## src/rtl/softmax_stream.sv

```systemverilog
// rtl/softmax_stream.sv - streaming base-2 softmax over one node's neighbour coefficients
//
// Purpose: buffers up to N_MAX signed coefficients per node, converts each one to a
// power-of-two exponential term (optionally relative to the running max), sums the
// terms, then emits alpha_k = floor(exp_k * 2^OUT_F / sum) one element at a time.
//
// Ports:
//   clk, rst_n              clock, asynchronous active-low reset
//   clr                     synchronous abort back to IDLE (clears ovf_err)
//   in_valid/in_ready       coefficient handshake; in_coef signed, in_last ends the node
//   out_valid/out_ready     alpha handshake; out_alpha = alpha * 2^OUT_F, out_idx, out_last
//   num_nodes_o             coefficient count of the node being processed
//   busy                    FSM is outside IDLE
//   ovf_err                 sticky: a node hit N_MAX beats without in_last
module softmax_stream #(
    parameter int N_MAX   = 16,
    parameter int COEF_W  = 8,
    parameter int EXP_W   = 16,
    parameter int OUT_F   = 8,
    parameter int MAX_SUB = 1
) (
    input  logic                        clk,
    input  logic                        rst_n,
    input  logic                        clr,
    input  logic                        in_valid,
    output logic                        in_ready,
    input  logic [COEF_W-1:0]           in_coef,
    input  logic                        in_last,
    output logic                        out_valid,
    input  logic                        out_ready,
    output logic [OUT_F:0]              out_alpha,
    output logic [$clog2(N_MAX)-1:0]    out_idx,
    output logic                        out_last,
    output logic [$clog2(N_MAX+1)-1:0]  num_nodes_o,
    output logic                        busy,
    output logic                        ovf_err
);
    localparam int IDX_W  = $clog2(N_MAX);
    localparam int CNT_W  = $clog2(N_MAX + 1);
    localparam int SUM_W  = EXP_W + $clog2(N_MAX);
    localparam int BUF_W  = (COEF_W > EXP_W) ? COEF_W : EXP_W;
    localparam int DCNT_W = $clog2(OUT_F + 1);
    localparam logic [EXP_W-1:0] EXP_ONE = EXP_W'(1);

    typedef enum logic [2:0] {S_IDLE, S_LOAD, S_EXP, S_DIV, S_OUT} state_t;

    state_t                    state_q, state_d;
    logic [CNT_W-1:0]          count_q, count_d;
    logic signed [COEF_W-1:0]  max_q, max_d;
    logic [SUM_W-1:0]          sum_q, sum_d;
    logic [IDX_W-1:0]          k_q, k_d;
    logic [SUM_W:0]            rem_q, rem_d;
    logic [OUT_F:0]            quo_q, quo_d;
    logic [DCNT_W-1:0]         dcnt_q, dcnt_d;
    logic                      ovf_q, ovf_d;
    logic [BUF_W-1:0]          buf_q [N_MAX];
    logic [BUF_W-1:0]          buf_d [N_MAX];

    logic                      accept;
    logic                      last_k;
    logic signed [COEF_W-1:0]  cur_coef;
    logic [COEF_W:0]           diff;
    logic [EXP_W-1:0]          exp_cur;
    logic [SUM_W:0]            rem_sub;
    logic                      q_bit;

    assign in_ready    = (state_q == S_IDLE) || (state_q == S_LOAD);
    assign accept      = in_valid && in_ready;
    assign last_k      = (CNT_W'(k_q) + CNT_W'(1)) == count_q;
    assign cur_coef    = buf_q[k_q][COEF_W-1:0];
    assign out_valid   = (state_q == S_OUT);
    assign out_alpha   = out_valid ? quo_q : '0;
    assign out_idx     = k_q;
    assign out_last    = out_valid && last_k;
    assign num_nodes_o = count_q;
    assign busy        = (state_q != S_IDLE);
    assign ovf_err     = ovf_q;

    // Exponential term of the element at k_q. In max-subtract mode the max
    // element maps to 2^(EXP_W-1), so the sum can never be zero.
    always_comb begin
        diff    = '0;
        exp_cur = '0;
        if (MAX_SUB != 0) begin
            // max_q >= cur_coef, so the two's-complement difference is non-negative
            diff = {max_q[COEF_W-1], max_q} - {cur_coef[COEF_W-1], cur_coef};
            if (int'(diff) <= EXP_W - 1) begin
                exp_cur = EXP_ONE << (EXP_W - 1 - int'(diff));
            end
        end else begin
            if (cur_coef <= 0) begin
                exp_cur = EXP_ONE;
            end else if (int'(cur_coef) >= EXP_W - 1) begin
                exp_cur = EXP_ONE << (EXP_W - 1);
            end else begin
                exp_cur = EXP_ONE << int'(cur_coef);
            end
        end
    end

    // Restoring divider step. The remainder starts at exp_k (<= sum), so the first
    // step yields the 2^OUT_F quotient bit and OUT_F+1 steps cover the full result.
    always_comb begin
        rem_sub = rem_q;
        q_bit   = 1'b0;
        if (rem_q >= {1'b0, sum_q}) begin
            rem_sub = rem_q - {1'b0, sum_q};
            q_bit   = 1'b1;
        end
    end

    always_comb begin
        state_d = state_q;
        count_d = count_q;
        max_d   = max_q;
        sum_d   = sum_q;
        k_d     = k_q;
        rem_d   = rem_q;
        quo_d   = quo_q;
        dcnt_d  = dcnt_q;
        ovf_d   = ovf_q;
        buf_d   = buf_q;
        case (state_q)
            S_IDLE, S_LOAD: begin
                if (accept) begin
                    buf_d[count_q[IDX_W-1:0]] = BUF_W'($signed(in_coef));
                    count_d = count_q + CNT_W'(1);
                    if (count_q == '0 || $signed(in_coef) > max_q) begin
                        max_d = $signed(in_coef);
                    end
                    if (count_q == '0) begin
                        sum_d = '0;
                    end
                    if (in_last || count_q == CNT_W'(N_MAX - 1)) begin
                        state_d = S_EXP;
                        // walk the buffer downwards so element 0 is the last one
                        // converted and can seed the divider directly
                        k_d     = count_q[IDX_W-1:0];
                        if (!in_last) begin
                            ovf_d = 1'b1;
                        end
                    end else begin
                        state_d = S_LOAD;
                    end
                end
            end
            S_EXP: begin
                buf_d[k_q] = BUF_W'(exp_cur);
                sum_d      = sum_q + SUM_W'(exp_cur);
                if (k_q == '0) begin
                    state_d = S_DIV;
                    rem_d   = (SUM_W + 1)'(exp_cur);
                    dcnt_d  = '0;
                end else begin
                    k_d = k_q - IDX_W'(1);
                end
            end
            S_DIV: begin
                rem_d = rem_sub << 1;
                quo_d = {quo_q[OUT_F-1:0], q_bit};
                if (dcnt_q == DCNT_W'(OUT_F)) begin
                    state_d = S_OUT;
                end else begin
                    dcnt_d = dcnt_q + DCNT_W'(1);
                end
            end
            S_OUT: begin
                if (out_ready) begin
                    if (last_k) begin
                        state_d = S_IDLE;
                        count_d = '0;
                        sum_d   = '0;
                        k_d     = '0;
                    end else begin
                        state_d = S_DIV;
                        k_d     = k_q + IDX_W'(1);
                        rem_d   = (SUM_W + 1)'(buf_q[k_q + IDX_W'(1)][EXP_W-1:0]);
                        dcnt_d  = '0;
                    end
                end
            end
            default: state_d = S_IDLE;
        endcase
        if (clr) begin
            state_d = S_IDLE;
            count_d = '0;
            sum_d   = '0;
            k_d     = '0;
            ovf_d   = 1'b0;
            buf_d   = buf_q;
        end
    end

    always_ff @(posedge clk or negedge rst_n) begin
        if (!rst_n) begin
            state_q <= S_IDLE;
            count_q <= '0;
            max_q   <= '0;
            sum_q   <= '0;
            k_q     <= '0;
            rem_q   <= '0;
            quo_q   <= '0;
            dcnt_q  <= '0;
            ovf_q   <= 1'b0;
            for (int i = 0; i < N_MAX; i++) begin
                buf_q[i] <= '0;
            end
        end else begin
            state_q <= state_d;
            count_q <= count_d;
            max_q   <= max_d;
            sum_q   <= sum_d;
            k_q     <= k_d;
            rem_q   <= rem_d;
            quo_q   <= quo_d;
            dcnt_q  <= dcnt_d;
            ovf_q   <= ovf_d;
            buf_q   <= buf_d;
        end
    end
endmodule
```

## config.mk

```make
export PLATFORM = sky130hd
export DESIGN_NAME = softmax_stream
export DESIGN_NICKNAME = d
export VERILOG_FILES = /design/src/rtl/softmax_stream.sv
export SDC_FILE = /design/constraint.sdc
export NUM_CORES = 1
export LEC_CHECK = 0
export ABC_AREA = 1
export BUFFER_PORTS_ARGS = -buffer_cell sky130_fd_sc_hd__buf_4
export CORE_MARGIN = 2
export CORE_UTILIZATION = 25
export CTS_BUF_LIST = sky130_fd_sc_hd__clkbuf_4
export DETAILED_ROUTE_END_ITERATION = 8
export SLEW_MARGIN = 20
export SYNTH_ARGS = -nofsm -noshare
export SYNTH_HDL_FRONTEND = slang
export SYNTH_SLANG_ARGS = --single-unit
```

## constraint.sdc

```tcl
create_clock -name clk -period 11.6 [get_ports clk]
set_input_delay 0 -clock clk [delete_from_list [all_inputs] [get_ports clk]]
set_output_delay 0 -clock clk [all_outputs]
set_load 0.005 [all_outputs]
```

==> Word level (Yosys, flattened, before mapping) <==
Cells that the tools add are included.
{ "classes": {"n_eq_ne": 21, "n_lt_le_gt_ge": 8, "n_addsub": 9, "reduce_logical": 28, "shift": 1, "bitwise_logic": 4, "mux": 58} }
{ "ops": {"columns": ["op", "n"], "rows": [
  ["bitwise mux 256 bit", 2],
  ["one-hot mux 256 bit (2 select lines)", 1],
  ["two-way mux 256 bit", 1],
  ["binary-select mux 16 bit (select 4 bit)", 2],
  ["demux 16 bit (select 4 bit)", 2],
  ["two-way mux 20 bit", 6],
  ["two-way mux 16 bit", 5],
  ["two-way mux 21 bit", 3],
  ["one-hot mux 21 bit (3 select lines)", 1],
  ["one-hot mux 20 bit (3 select lines)", 1],
  ["two-way mux 4 bit", 10],
  ["<< shifter 1 x 32 -> 16 bit, first input constant", 1],
  ["one-hot mux 4 bit (3 select lines)", 2],
  ["greater-or-equal comparator 21 x 20 -> 1 bit", 1],
  ["adder 20 x 16 -> 20 bit", 1],
  ["two-way mux 5 bit", 4],
  ["subtractor 20 bit", 1],
  ["inequality test 3 bit, second input constant", 6],
  ["two-way mux 8 bit", 2],
  ["AND reduction 4 bit", 4],
  ["greater-or-equal comparator 5 bit, second input constant", 3],
  ["two-way mux 3 bit", 5],
  ["inverter 4 -> 5 bit", 3],
  ["AND reduction 5 bit", 3],
  ["other kinds (34)", 59]
]} }
{ "word_totals": {"word_cells": 154, "register_bits": 331} }

==> Logic depth before layout (Yosys ltp) <==
Gate-level depths: netlist of the first run.
{ "depth": {"ltp_word": 11, "ltp_mapped": 38} }

==> Worst setup path after synthesis of the first run <==
OpenSTA, ideal clock, no wires.
{ "synth_path": {"kind": "register to register", "start": "reg k_q[0] (netlist: out_idx[0])", "end": "reg sum_q[14]", "synth_period_minus_slack_ps": 5297, "path_buffers": 4, "setup_slack_ps": 6303, "setup_time_ps": 127, "arrival_ps": 5170, "path_stages_with_launch": 34, "path_cell_list": "dfrtp_1 > buf_2 > clkinv_1 > clkbuf_1 > clkbuf_1 > buf_2 > a21oi_1 > o21ai_0 > a21oi_1 > nor4_1 > ha_1 > nand2_1 > nor2_1 > nand2_1 > nand3_1 > nand2_1 > nand2_1 > ha_1 > nor2_1 > nand2_1 > nor2_2 > nand4_1 > nor4_1 > ha_1 > fa_1 > nand3_1 > nand2_1 > nand2_1 > nand2_1 > a21boi_0 > o21ai_0 > nand2_1 > a21oi_1 > o21ai_0"} }
{ "synth_via": {"elab_chain_len": 11, "word_cells_on_any_way": 16} }
{ "synth_lines": {"columns": ["element", "line_no", "rtl"], "rows": [
  ["start: declaration", "51", "logic [IDX_W-1:0] k_q, k_d;"],
  ["start signal: assignment", "213", "k_q <= k_d;"],
  ["inverter 4 -> 5 bit (not written as such)", "70", "assign cur_coef = buf_q[k_q][COEF_W-1:0];"],
  ["binary-select mux 16 bit (select 4 bit)", "70", null],
  ["two-way mux 8 bit (not written as such) (2 in a row)", "70", null],
  ["subtractor 8 x 8 -> 9 bit", "86", "diff = {max_q[COEF_W-1], max_q} - {cur_coef[COEF_W-1], cur_coef};"],
  ["subtractor 4 x 9 -> 10 bit", "88", "exp_cur = EXP_ONE << (EXP_W - 1 - int'(diff));"],
  ["<< shifter 1 x 32 -> 16 bit", "88", null],
  ["two-way mux 16 bit", "87", "if (int'(diff) <= EXP_W - 1) begin"],
  ["adder 20 x 16 -> 20 bit", "149", "sum_d = sum_q + SUM_W'(exp_cur);"],
  ["one-hot mux 20 bit (3 select lines)", "123", "case (state_q)"],
  ["two-way mux 20 bit", "184", "if (clr) begin"],
  ["end signal: assignment", "212", "sum_q <= sum_d;"],
  ["end: declaration", "50", "logic [SUM_W-1:0] sum_q, sum_d;"]
]} }
Parallel ways exist; a longest one is shown, timed or not. The select of a mux whose other input is x is not followed.
A chain may end at the register's enable or synchronous reset.

==> Final worst setup path of the first run <==
Ends and elaborated chain as after synthesis.

==> flow_metrics.tcl, run 1 <==
set metrics [dict create \
    pre_cts_ws_ns 4.02 \
    max_slew_margin_pct 21.1 \
    p_leak_nw 10.9 \
    numPortBuffers 36 \
    min_period_ns 7.82 \
    clock_latency_ns 0.96 \
    p_per_area_nw_per_um2 248 \
    yosysUniqueCellTypes 45 \
    grt_pass1_wl_um 132000 \
    rows 109 \
    fin_skew_ns 0.0963 \
    drtIter0Drc 2869 \
    worst-path-max-fanout 102 \
    drcViolationCount 0 \
    fillCellCount 9722 \
    start_kind "register" \
    tns_ns 0 \
    min_path_type "primary input to register" \
    period_share_pct 67.4 \
    worst_pin_slew_ns 1.18 \
    cp_num_buf_inv 4 \
    synth.cell_area_um2 22100 \
    area_delta_synth_final_pct 11.6 \
    grt_pass1_vias 21626 \
    cts_buffer_depth 3 \
    cts_tree "done" \
    yosysWarnings 0 \
    endpoint_kind "register" \
    routabilityCongestion 0.923 \
    fp.dieW_um 302 \
    antenna_found_initial 6 \
    overflow 0 \
    drive_above_1_share_pct 9.50 \
    clkTransAtPathRegs_ns 0.06 \
    h-tree-depth 3 \
    stdcell_count 4374 \
    synth_edf_count 0 \
    routed_via_density 5.22 \
    pin_count 37 \
    grt_setup_unrepaired "false" \
    ff_latch_area_um2 8290 \
    ant_nets 0 \
    dp_cells 4187 \
    cts.sinks 331 \
    multi_input_area_um2 12000 \
    ys_seq_area_share_pct 37.4 \
    crit_required_ns 12.41 \
    fin_nets 3224 \
    synth-main-ff-cell "dfrtp_1" \
    grt_use_total_pct 18.6 \
    max_freq_mhz 128 \
    crit_arrival_ns 8.64 \
    start_util_pct 25.1 \
    dieArea_um2 90900 \
    core_area_um2 88100 \
    avgSynthCellArea_um2 7.04 \
    slew_viol_final 0 \
    syn_nets 3228 \
    routed_wl_um 85700 \
    grt_max_degree 153 \
    cpMostUsedCell "nand2_1" \
    ys_ff_latch 331 \
    layout_setup_ws_ns 3.78 \
    setup_viol 0 \
    dp_hpwl_um 56100 \
    peakVddDrop_mv 0.202 \
    outcome "finished, final reports clean" \
    hold_violations 0 \
    cts_buffers 95 \
    vias 22824 \
    async_flop_share_pct 100 \
    cts_root_buf "clkbuf_4" \
    dr.pass1.iters 6 \
    critPathTopFamily "simple AND/OR/NAND/NOR gates" \
    wire_per_inst_um 19.6 \
    slowest_delay_ns 0.85 \
    crit_type "register to register" \
    final_util_pct 28.0 \
    synthCells 3144 \
    die_h_um 302 \
    maxCapViolCount 0 \
    cp_slowest_cell "buf_4" \
]
## stage by stage
stage,instance area [µm²],power [mW],hold WS (ns)
finish,24700,6.12,0.0407
global route,24700,6.58,0.0172
CTS,24700,6.09,0.00916
detailed placement,23300,4.94,0.205
global placement,23300,4.93,0.198
floorplan,22100,3.93,-0.296
## cell usage in the layout, fill, tap and decap left out, types with 17 or more instances in the layout
| cell type | count |
|---|---|
| inv_1 | 236 |
| dfrtp_1 | 330 |
| dlygate4sd3_1 | 20 |
| buf_4 | 74 |
| o22ai_1 | 22 |
| o21ai_0 | 238 |
| nor2_1 | 470 |
| nand2_1 | 375 |
| nand3_1 | 369 |
| nand4_1 | 34 |
| clkinv_1 | 25 |
| clkbuf_4 | 130 |
| xor2_1 | 17 |
| o211ai_1 | 68 |
| ha_1 | 66 |
| a21oi_1 | 558 |
## cell families after synthesis
| group | Yosys count | share of synthesized area, % |
|---|---|---|
| xor+xnor | 26 | 1.06 |
| fa+ha+maj | 70 | 4.06 |
| buf+inv | 456 | 8.74 |
| flops | 331 | 37.4 |
| compound gates | 944 | 23.1 |
| simple gates | 1317 | 25.6 |
## worst paths after layout
path	start	to	slack [ns]	depth (start not counted)
setup / recovery	out_idx[0]$_DFFE_PN0P_	sum_q[14]$_DFFE_PN0P_	3.78	31
hold / removal	in_coef[2]	max_q[2]$_DFFE_PN0P_	0.04	4
max in group asynchronous	rst_n	out_idx[0]$_DFFE_PN0P_	10.33	4
setup reg to reg	out_idx[0]$_DFFE_PN0P_	sum_q[14]$_DFFE_PN0P_	3.78	31
min in group asynchronous	rst_n	buf_q[126]$_DFFE_PN0P_	0.36	4
hold reg to reg	quo_q[0]$_DFFE_PN0P_	quo_q[1]$_DFFE_PN0P_	0.48	2
## repair_timing
| action | 4_1_cts | 5_1_grt |
|---|---|---|
| hold endpoints to repair | 416 | 0 |
| hold buffers | 21 | 0 |
| gates resized for setup | 0 | 0 |
| buffers inserted | 0 | 0 |
## synthesized netlist by cell type, types with 16 or more instances
library cell | number | area share, %
nor2_1 | 477 | 8.1
o211ai_1 | 68 | 2.3
nand4_1 | 34 | 0.96
xor2_1 | 17 | 0.67
nand2_1 | 376 | 6.4
dfrtp_1 | 331 | 37
buf_4 | 21 | 0.71
o21ai_2 | 16 | 0.63
o22ai_1 | 22 | 0.62
clkbuf_1 | 88 | 1.5
ha_1 | 67 | 3.8
a21oi_1 | 558 | 13
nand3_1 | 369 | 8.3
buf_2 | 64 | 1.4
inv_1 | 236 | 4.0
o21ai_0 | 238 | 5.4
a21oi_2 | 16 | 0.63
buf_1 | 16 | 0.27
nor3_1 | 17 | 0.38
## cell type report
type                       count  area share [%]
tap                         1165            5.90
clock inverter                28           0.710
clock buffer                 130            3.95
inverter                     258            3.93
timing repair buffer          97            3.31
antenna                        8          0.0811
multi-input combinational   2357            48.5
sequential                   331            33.6
## per-layer routing
metal	track usage (%)	vias up	wire length, µm
met5	0	-	42
met4	7.48	6	3250
met3	4.18	215	8290
met2	27.7	1074	36800
met1	25.9	10796	37400
li1	-	10733	-
## power breakdown
group          total [mW]  internal, mW  switching, mW  leakage [nW]
logic                3.31         0.979           2.33          5.83
registers            1.70          1.45          0.249          4.42
clock network        1.11         0.559          0.555         0.684
total                6.12          2.99           3.13          10.9
## registers in the layout, indices dropped and copies added, names as in the netlist
signal / count
num_nodes_o: 5
quo_q: 9
max_q: 8
buf_q: 256
dcnt_q: 4
sum_q: 20
ovf_err: 1
rem_q: 21
state_q: 3
out_idx: 4
## worst min-delay path, delay by kind of cell
family | cells | cell delay, ns
buffers and inverters | 2 | 0.74
AND/OR/NAND/NOR | 2 | 0.14
(Power assumes the default switching activity.)
==> run 2: changes to the inputs <==
==> constraint.sdc (replaced) <==
create_clock -name clk -period 7.7 [get_ports clk]
set_input_delay 0 -clock clk [delete_from_list [all_inputs] [get_ports clk]]
set_output_delay 0 -clock clk [all_outputs]
set_load 0.005 [all_outputs]
==> run 2 against run 1 <==
  * Worst setup slack worse by 2.2 ns
  * Sequential power is 51% higher
  * Sequential share of layout area fell by 0.32 points
  * Total power grew 54%
  * Critical path depth stayed put
  * Clock skew shrank 0.012 ns
  * Flip-flop and latch count did not move
  * Hold slack improved by 0.038 ns
  * Largest cell class unchanged
  * Design area rose by 0.95%
  * Final cell count up 0.59%
  * Global-route usage up 0.36 points
  * Critical path type unchanged
==> flow_metrics.tcl, run 2 (same netlist as run 1, synthesis figures left out) <==
set metrics [dict create \
    fillCellCount 9808 \
    vias 23300 \
    crit_arrival_ns 6.94 \
    slowest_delay_ns 0.61 \
    drive_above_1_share_pct 9.81 \
    pin_count 37 \
    maxCapViolCount 0 \
    antenna_found_initial 4 \
    dr.pass1.iters 6 \
    max_freq_mhz 162 \
    cts_root_buf "clkbuf_4" \
    endpoint_kind "register" \
    routabilityCongestion 0.992 \
    fin_area_um2 24900 \
    routed_via_density 5.30 \
    drtIter0Drc 2824 \
    cp_slowest_cell "dfrtp_4" \
    dpl_cell_area_um2 23400 \
    max_flop_register "buf_q" \
    grt_pass1_vias 22008 \
    overflow 0 \
    grt_max_degree 125 \
    hold_violations 0 \
    grt_setup_unrepaired "false" \
    post_cts_buffers 0 \
    fin_skew_ns 0.0843 \
    clkTransAtPathRegs_ns 0.07 \
    area_delta_synth_final_pct 12.6 \
    fp.dieW_um 302 \
    start_util_pct 25.1 \
    largest_reg_flops 256 \
    max_slew_margin_pct 23.8 \
    min_path_type "primary input to register" \
    numPortBuffers 36 \
    h-tree-depth 3 \
    cts_buffer_depth 3 \
    final_common_cell "a21oi_1" \
    tns_ns 0 \
    peakVddDrop_mv 0.220 \
    crit_required_ns 8.48 \
    crit_type "register to register" \
    ant_nets 0 \
    cpMostUsedCell "nand2_1" \
    start_kind "register" \
    cts_tree "done" \
    p_total_mw 9.40 \
    reg2reg_depth 31 \
    worst-path-max-fanout 124 \
    p_per_area_nw_per_um2 377 \
    rows 109 \
    p_leak_nw 11.1 \
    cts_buffers 97 \
    grt_pass1_wl_um 135000 \
    core_area_um2 88100 \
    outcome "finished, final reports clean" \
    grt_use_total_pct 19.0 \
    setup_viol 0 \
    wire_per_inst_um 19.9 \
    die_h_um 302 \
    dieArea_um2 90900 \
    clock_latency_ns 0.89 \
    dp_hpwl_um 58300 \
    routed_wl_um 87800 \
    cts.sinks 331 \
    final_util_pct 28.3 \
    slew_viol_final 0 \
    most-common-layout-cells "a21oi_1 (558), nor2_1 (472), nand2_1 (375)" \
    period_share_pct 80.0 \
    top_regs "buf_q: 256 flops, rem_q: 21 flops, sum_q: 20 flops" \
    worst_hold_path.num_cells 6 \
    worst_pin_slew_ns 1.14 \
    drcViolationCount 0 \
    fin_nets 3247 \
    min_period_ns 6.16 \
]
[run 2: changes by cell type in the layout (fill, tap and decap cells not counted), sizes merged]
cell and delta:
dlygate4sd3 +10, clkbuf +2, buf +11, clkinv +12, clkinvlp -1, bufinv +1
inv -3, diode -6
[run 2: final timing paths]
kind	from	endpoint	slack, ns
max in group asynchronous	rst_n	buf_q[210]$_DFFE_PN0P_	5.89
hold reg to reg	quo_q[7]$_DFFE_PN0P_	quo_q[8]$_DFFE_PN0P_	0.46
setup reg to reg	out_idx[0]$_DFFE_PN0P_	sum_q[14]$_DFFE_PN0P_	1.54
min in group asynchronous	rst_n	buf_q[85]$_DFFE_PN0P_	0.33
hold / removal	in_last	state_q[1]$_DFFE_PN0P_	0.08
setup / recovery	out_idx[0]$_DFFE_PN0P_	sum_q[14]$_DFFE_PN0P_	1.54
[run 2: final cells by class]
cell class	instances	area, µm²	share of cell area, %
clock inverter	37	231	0.929
inverter	258	971	3.90
tap	1165	1460	5.85
sequential	331	8290	33.3
clock buffer	132	991	3.98
antenna	2	5.00	0.0201
multi-input combinational	2357	12000	48.1
timing repair buffer	118	1000	4.02
[run 2: power by group]
group	switching, mW	internal [mW]	total [mW]	leakage [nW]
combinational	3.55	1.54	5.09	5.92
sequential	0.378	2.18	2.56	4.42
clock	0.856	0.892	1.75	0.725
[run 2: worst max-delay path: cells and delay by family (launching register included)]
kind	cells	cell delay, ns
AOI/OAI and AO/OA	6	0.98
adders and majority gates	5	1.34
buffers and inverters	3	0.58
DFF	1	0.61
and+or+nand+nor	17	2.56
[run 2: what timing repair did]
| item | in CTS | in global routing |
|---|---|---|
| resized for setup | 0 | 0 |
| hold buffers | 31 | 0 |
| hold endpoints to repair | 577 | 0 |
[run 2: metrics by stage]
step	std cells	hold slack [ns]	worst slack, ns
3_5_place_dp	4198	0.0654	1.60
5_1_grt	4400	0.117	1.03
4_1_cts	4398	0.00658	1.62
3_3_place_gp	4198	0.0699	1.68
2_1_floorplan	3144	-0.296	2.40
6_report	4400	0.0791	1.54
[run 2: layer usage]
| layer | global-route usage, % | vias up | routed length, µm |
|---|---|---|---|
| met5 | 0 | - | 27 |
| met4 | 7.50 | 4 | 3240 |
| met3 | 4.37 | 220 | 9070 |
| met2 | 28.4 | 1228 | 38000 |
| met1 | 26.3 | 11056 | 37400 |
| li1 | - | 10792 | - |
